## config.mk

```make
export PLATFORM = sky130hd
export DESIGN_NAME = dtree_feature_loader_flat
export DESIGN_NICKNAME = d
export VERILOG_FILES = /design/src/rtl/dtree_feature_loader_if.sv /design/src/rtl/dtree_feature_loader.sv /design/src/flat_wrapper.sv
export SDC_FILE = /design/constraint.sdc
export NUM_CORES = 1
export LEC_CHECK = 0
export CORE_AREA = 10 10 187 189
export CTS_CLUSTER_DIAMETER = 50
export DETAILED_ROUTE_END_ITERATION = 8
export DIE_AREA = 0 0 197 199
export PLACE_DENSITY_LB_ADDON = 0.1
export SLEW_MARGIN = 30
export SYNTH_ARGS = -nofsm -noshare
export SYNTH_HDL_FRONTEND = slang
export SYNTH_SLANG_ARGS = --single-unit
```

## constraint.sdc

```tcl
create_clock -name clk -period 6.3 [get_ports clk]
set_input_delay 0.945 -clock clk [delete_from_list [all_inputs] [get_ports clk]]
set_output_delay 0.945 -clock clk [all_outputs]
set_load 0.01 [all_outputs]
```

## src/rtl/dtree_feature_loader_if.sv

```systemverilog
// Byte-stream input and parallel feature-vector output bundle for the
// decision-tree feature loader.
interface dtree_feature_loader_if #(
  parameter int N_FEAT = 20,
  parameter int W      = 8,
  parameter int CNT_W  = 16
);
  logic                  s_valid;
  logic                  s_ready;
  logic [W-1:0]          s_data;
  logic                  s_last;
  logic [N_FEAT*W-1:0]   feat_flat;
  logic                  feat_valid;
  logic                  feat_ready;
  logic                  err_len;
  logic [CNT_W-1:0]      frame_cnt;

  modport slave (
    input  s_valid, s_data, s_last, feat_ready,
    output s_ready, feat_flat, feat_valid, err_len, frame_cnt
  );

  modport master (
    output s_valid, s_data, s_last, feat_ready,
    input  s_ready, feat_flat, feat_valid, err_len, frame_cnt
  );
endinterface

```

## src/rtl/dtree_feature_loader.sv

```systemverilog
// Assembles a byte-serial feature frame into a double-buffered parallel
// vector for the decision-tree classifier; bad-length frames are discarded.
module dtree_feature_loader #(
  parameter int N_FEAT = 20,
  parameter int W      = 8,
  parameter int CNT_W  = 16
) (
  input  logic                   clk,
  input  logic                   rst_n,
  dtree_feature_loader_if.slave  bus
);
  localparam int IDX_W = $clog2(N_FEAT);
  localparam logic [IDX_W-1:0] LAST_IDX = IDX_W'(N_FEAT - 1);

  typedef enum logic [1:0] {FILL, DROP, COMMIT} state_t;

  state_t              state_q, state_d;
  logic [IDX_W-1:0]    idx_q, idx_d;
  logic [N_FEAT*W-1:0] buf_q, buf_d;
  logic [N_FEAT*W-1:0] feat_flat_q, feat_flat_d;
  logic                feat_valid_q, feat_valid_d;
  logic                err_len_q, err_len_d;
  logic [CNT_W-1:0]    frame_cnt_q, frame_cnt_d;
  logic                started_q;
  logic                s_ready;
  logic                accept;

  // started_q holds s_ready low for the first cycle after reset release.
  assign s_ready = started_q && (state_q != COMMIT);
  assign accept  = bus.s_valid && s_ready;

  always_comb begin
    state_d      = state_q;
    idx_d        = idx_q;
    buf_d        = buf_q;
    feat_flat_d  = feat_flat_q;
    feat_valid_d = feat_valid_q && !bus.feat_ready;
    err_len_d    = 1'b0;
    frame_cnt_d  = frame_cnt_q;

    case (state_q)
      FILL: begin
        if (accept) begin
          buf_d[idx_q*W +: W] = bus.s_data;
          if (idx_q == LAST_IDX) begin
            if (bus.s_last) begin
              state_d = COMMIT;
            end else begin
              err_len_d = 1'b1;
              state_d   = DROP;
            end
          end else if (bus.s_last) begin
            err_len_d = 1'b1;
            idx_d     = '0;
          end else begin
            idx_d = idx_q + 1'b1;
          end
        end
      end
      DROP: begin
        if (accept && bus.s_last) begin
          idx_d   = '0;
          state_d = FILL;
        end
      end
      COMMIT: begin
        // Loading on the same cycle the consumer takes the old sample avoids a bubble.
        if (!feat_valid_q || bus.feat_ready) begin
          feat_flat_d  = buf_q;
          feat_valid_d = 1'b1;
          frame_cnt_d  = frame_cnt_q + 1'b1;
          idx_d        = '0;
          state_d      = FILL;
        end
      end
      default: state_d = FILL;
    endcase
  end

  always_ff @(posedge clk or negedge rst_n) begin
    if (!rst_n) begin
      state_q      <= FILL;
      idx_q        <= '0;
      buf_q        <= '0;
      feat_flat_q  <= '0;
      feat_valid_q <= 1'b0;
      err_len_q    <= 1'b0;
      frame_cnt_q  <= '0;
      started_q    <= 1'b0;
    end else begin
      state_q      <= state_d;
      idx_q        <= idx_d;
      buf_q        <= buf_d;
      feat_flat_q  <= feat_flat_d;
      feat_valid_q <= feat_valid_d;
      err_len_q    <= err_len_d;
      frame_cnt_q  <= frame_cnt_d;
      started_q    <= 1'b1;
    end
  end

  assign bus.s_ready    = s_ready;
  assign bus.feat_flat  = feat_flat_q;
  assign bus.feat_valid = feat_valid_q;
  assign bus.err_len    = err_len_q;
  assign bus.frame_cnt  = frame_cnt_q;
endmodule

```

## src/flat_wrapper.sv

```systemverilog
// flat-port wrapper written by rule: the top's interface ports become plain ports
module dtree_feature_loader_flat 
#(
  parameter int N_FEAT = 20,
  parameter int W      = 8,
  parameter int CNT_W  = 16
)
  (clk, rst_n, bus_s_valid, bus_s_data, bus_s_last, bus_feat_ready, bus_s_ready, bus_feat_flat, bus_feat_valid, bus_err_len, bus_frame_cnt);
  dtree_feature_loader_if #(.N_FEAT(N_FEAT), .W(W), .CNT_W(CNT_W)) bus_i ();
  input  logic clk;
  input  logic rst_n;
  input wire logic [$bits(bus_i.s_valid)-1:0] bus_s_valid;
  input wire logic [$bits(bus_i.s_data)-1:0] bus_s_data;
  input wire logic [$bits(bus_i.s_last)-1:0] bus_s_last;
  input wire logic [$bits(bus_i.feat_ready)-1:0] bus_feat_ready;
  output wire logic [$bits(bus_i.s_ready)-1:0] bus_s_ready;
  output wire logic [$bits(bus_i.feat_flat)-1:0] bus_feat_flat;
  output wire logic [$bits(bus_i.feat_valid)-1:0] bus_feat_valid;
  output wire logic [$bits(bus_i.err_len)-1:0] bus_err_len;
  output wire logic [$bits(bus_i.frame_cnt)-1:0] bus_frame_cnt;
  assign bus_i.s_valid = bus_s_valid;
  assign bus_i.s_data = bus_s_data;
  assign bus_i.s_last = bus_s_last;
  assign bus_i.feat_ready = bus_feat_ready;
  assign bus_s_ready = bus_i.s_ready;
  assign bus_feat_flat = bus_i.feat_flat;
  assign bus_feat_valid = bus_i.feat_valid;
  assign bus_err_len = bus_i.err_len;
  assign bus_frame_cnt = bus_i.frame_cnt;
  dtree_feature_loader #(.N_FEAT(N_FEAT), .W(W), .CNT_W(CNT_W)) u_core (.clk(clk), .rst_n(rst_n), .bus(bus_i));
endmodule
```

==> impl_metrics.json <==
{
  "syn-mean-instance-area_um2": 10.1,
  "r2r-start": "u_core.idx_q[0]",
  "status": "finished clean",
  "vias": 10011,
  "synth_edf_count": 0,
  "wirelength_mm": 37.0,
  "grt_overflow": 0,
  "synth_seq_cells": 346,
  "chipWidth_um": 197,
  "preCtsSetupSlack_ns": 2.84,
  "cts_tree": "yes",
  "die_area_um2": 39200,
  "synthCells": 1371,
  "detailed_place_hpwl_mm": 24.6,
  "crit_chain": "inv_1, ha_1, and2_1, ha_1, nand2b_1, mux2i_1, nand3_1, o21ai_0",
  "root_buffer": "clkbuf_16",
  "worst_clock_skew_ns": 0.0180,
  "first_global_vias": 10266,
  "io_buffers": 191,
  "final_cell_mix": "nand2_1, dfrtp_1, clkdlybuf4s50_1",
  "cts_sinks": 346,
  "report.final.slew_viol_count": 0,
  "cts_buffers": 39,
  "drt.antenna.violating_nets": 0,
  "fin_area_um2": 17400,
  "fp.dieH_um": 199,
  "fin_crit_sh_pct": 55.8,
  "r2r_slack_ns": 2.78,
  "ys_warn_count": 0,
  "path_clk_slew_ns": 0.06,
  "area_growth_pct": 25.4,
  "arrival_ns": 3.94,
  "crit_type": "flop to flop",
  "cp-start-kind": "flop",
  "r2r.worst_path.cells": 8,
  "ir_drop_v": 0.000188,
  "syn-num-nets": 1392,
  "first_pass_iters": 5,
  "min_period_ns": 3.52,
  "tns_ns": 0,
  "power_density_nw_per_um2": 327,
  "synth.distinct_cells": 45,
  "critical_path_required_ns": 6.72,
  "drc": 0,
  "async_flop_share_pct": 100,
  "clkLatencyLatePin_ns": 0.52,
  "slowest_delay_ns": 0.62,
  "crit_fanout": 16,
  "nets": 1561,
  "hold_buffers": 0,
  "reg2reg_to": "u_core.buf_q[78]",
  "slew_headroom_pct": 42.0,
  "crit_top_cell": "ha_1",
  "coreArea_um2": 31200,
  "drt_iter0_drc": 710,
  "postCtsSetupRepairBufs": 0,
  "hold_violations": 0,
  "via_per_inst": 5.07,
  "wire_per_inst_um": 18.7,
  "cp_slowest_cell": "nand3_1",
  "io_pins": 192,
  "synth_area_um2": 13900,
  "finalSetupViolCount": 0,
  "grt_usage_pct": 19.0,
  "synth-main-ff-cell": "dfrtp_1",
  "cts_max_path_buffers": 3,
  "htreeDepth": 2,
  "nFillCells": 2827,
  "tightest_slew_ns": 0.865,
  "cts.repair.resized": 0,
  "gp_congestion": 0.789,
  "grt_pass1_wl_mm": 59.2,
  "ys_seq_area_share_pct": 62.4,
  "finalWorstSetupSlack_ns": 2.78,
  "hold_class": "primary input to asynchronous set/reset pin",
  "rows": 65,
  "initial_utilization_pct": 44.4,
  "max_freq_ghz": 0.284,
  "antenna_found_initial": 0,
  "drive_above_1_share_pct": 10.6,
  "place_area_um2": 16100,
  "cap_violations": 0,
  "rsz0062_at_grt": "false",
  "final_common_cell": "nand2_1",
  "end_kind": "flop",
  "p_leak_nw": 8.63,
  "grt_max_degree": 146
}
==> how the worst max path moves through the flow <==
stage / start / to
after detailed placement: u_core.idx_q[0] / u_core.buf_q[78]
after global placement: bus_feat_ready / u_core.bus.feat_flat[11]
after floorplan: u_core.idx_q[0] / u_core.buf_q[100]
final: u_core.idx_q[0] / u_core.buf_q[78]
after global routing: u_core.idx_q[0] / u_core.buf_q[78]
after CTS: u_core.idx_q[0] / u_core.buf_q[73]
==> report_power, final <==
group / internal (W) / leakage, nW / switching [W]
Clock: 0.00137 / 0.633 / 0.000888
Sequential: 0.00236 / 4.81 / 0.000104
Combinational: 0.000316 / 3.19 / 0.000657
Total: 0.00404 / 8.63 / 0.00165
==> cells in the mapped netlist, types with 2 or more instances <==
library cell,count,area [µm²]
a21o_1,2,15.0
buf_2,15,75.1
mux2_2,87,980
and4_1,2,17.5
inv_1,7,26.3
nand4_1,13,81.3
o21ai_0,62,310
nand2b_1,7,43.8
nor2b_1,3,18.8
nor2_1,32,120
and3_1,6,37.5
clkbuf_2,3,15.0
o31ai_1,16,120
ha_1,8,100
dfrtp_1,346,8660
nand2_1,598,2240
nor3_1,6,30.0
nand3b_1,2,15.0
mux2i_1,3,30.0
o211ai_1,2,15.0
nand3_1,24,120
nand4b_1,2,17.5
xnor2_1,12,105
and2_1,35,219
xor2_1,8,70.1
clkbuf_1,51,191
==> area by class of cell <==
class / instances / area (µm²) / share of cell area [%]
Sequential cell: 346 / 8660 / 49.8
Clock buffer: 58 / 1170 / 6.72
Antenna cell: 2 / 5.00 / 0.0288
Multi-Input combinational cell: 947 / 4930 / 28.3
Timing Repair Buffer: 199 / 1990 / 11.4
Inverter: 7 / 26.3 / 0.151
Clock inverter: 12 / 119 / 0.683
Tap cell: 402 / 503 / 2.89
==> critical path: cells and delay by family (launching register included) <==
family | cells | cell delay, ns
compound gates | 1 | 0.39
fa+ha+maj | 2 | 0.87
buf+inv | 1 | 0.13
flops | 1 | 0.59
mux | 1 | 0.53
simple gates | 3 | 0.90
==> logic make-up (layout without fill, tap and decap cells) <==
logic type	Yosys count	after routing	synth area share (%)
AO/OA/AOI/OAI	88	88	3.84
XOR/XNOR	20	20	1.26
adder cells (fa/ha/maj)	8	8	0.722
buffers and inverters	78	276	2.30
flip-flops	346	346	62.4
multiplexers	91	91	7.36
other	1	3	0.0270
AND/OR/NAND/NOR	739	739	22.1
==> per-layer routing <==
| layer | wire, µm | track usage [%] | vias up |
|---|---|---|---|
| li1 | - | - | 4771 |
| met1 | 17200 | 26.2 | 4979 |
| met2 | 16800 | 29.2 | 223 |
| met3 | 2400 | 5.05 | 38 |
| met4 | 578 | 4.33 | 0 |
| met5 | 0 | 0 | - |
==> registers in the layout, indices dropped and copies added (netlist names) <==
register and flops:
u_core.buf_q 160, u_core.bus.err_len 1, u_core.bus.feat_flat 160, u_core.started_q 1, u_core.state_q 2, u_core.bus.feat_valid 1, u_core.bus.frame_cnt 16, u_core.idx_q 5
==> through the flow <==
stage	hold WS [ns]	utilization (%)	std cells	total power, W
5_1_grt	0.451	55.7	1971	0.00596
3_3_place_gp	0.443	51.5	1901	0.00344
2_1_floorplan	0.432	-	1371	0.00313
6_report	0.408	55.7	1973	0.00569
3_5_place_dp	0.452	51.5	1901	0.00346
4_1_cts	0.425	55.7	1971	0.00574
(Power assumes the default switching activity.)
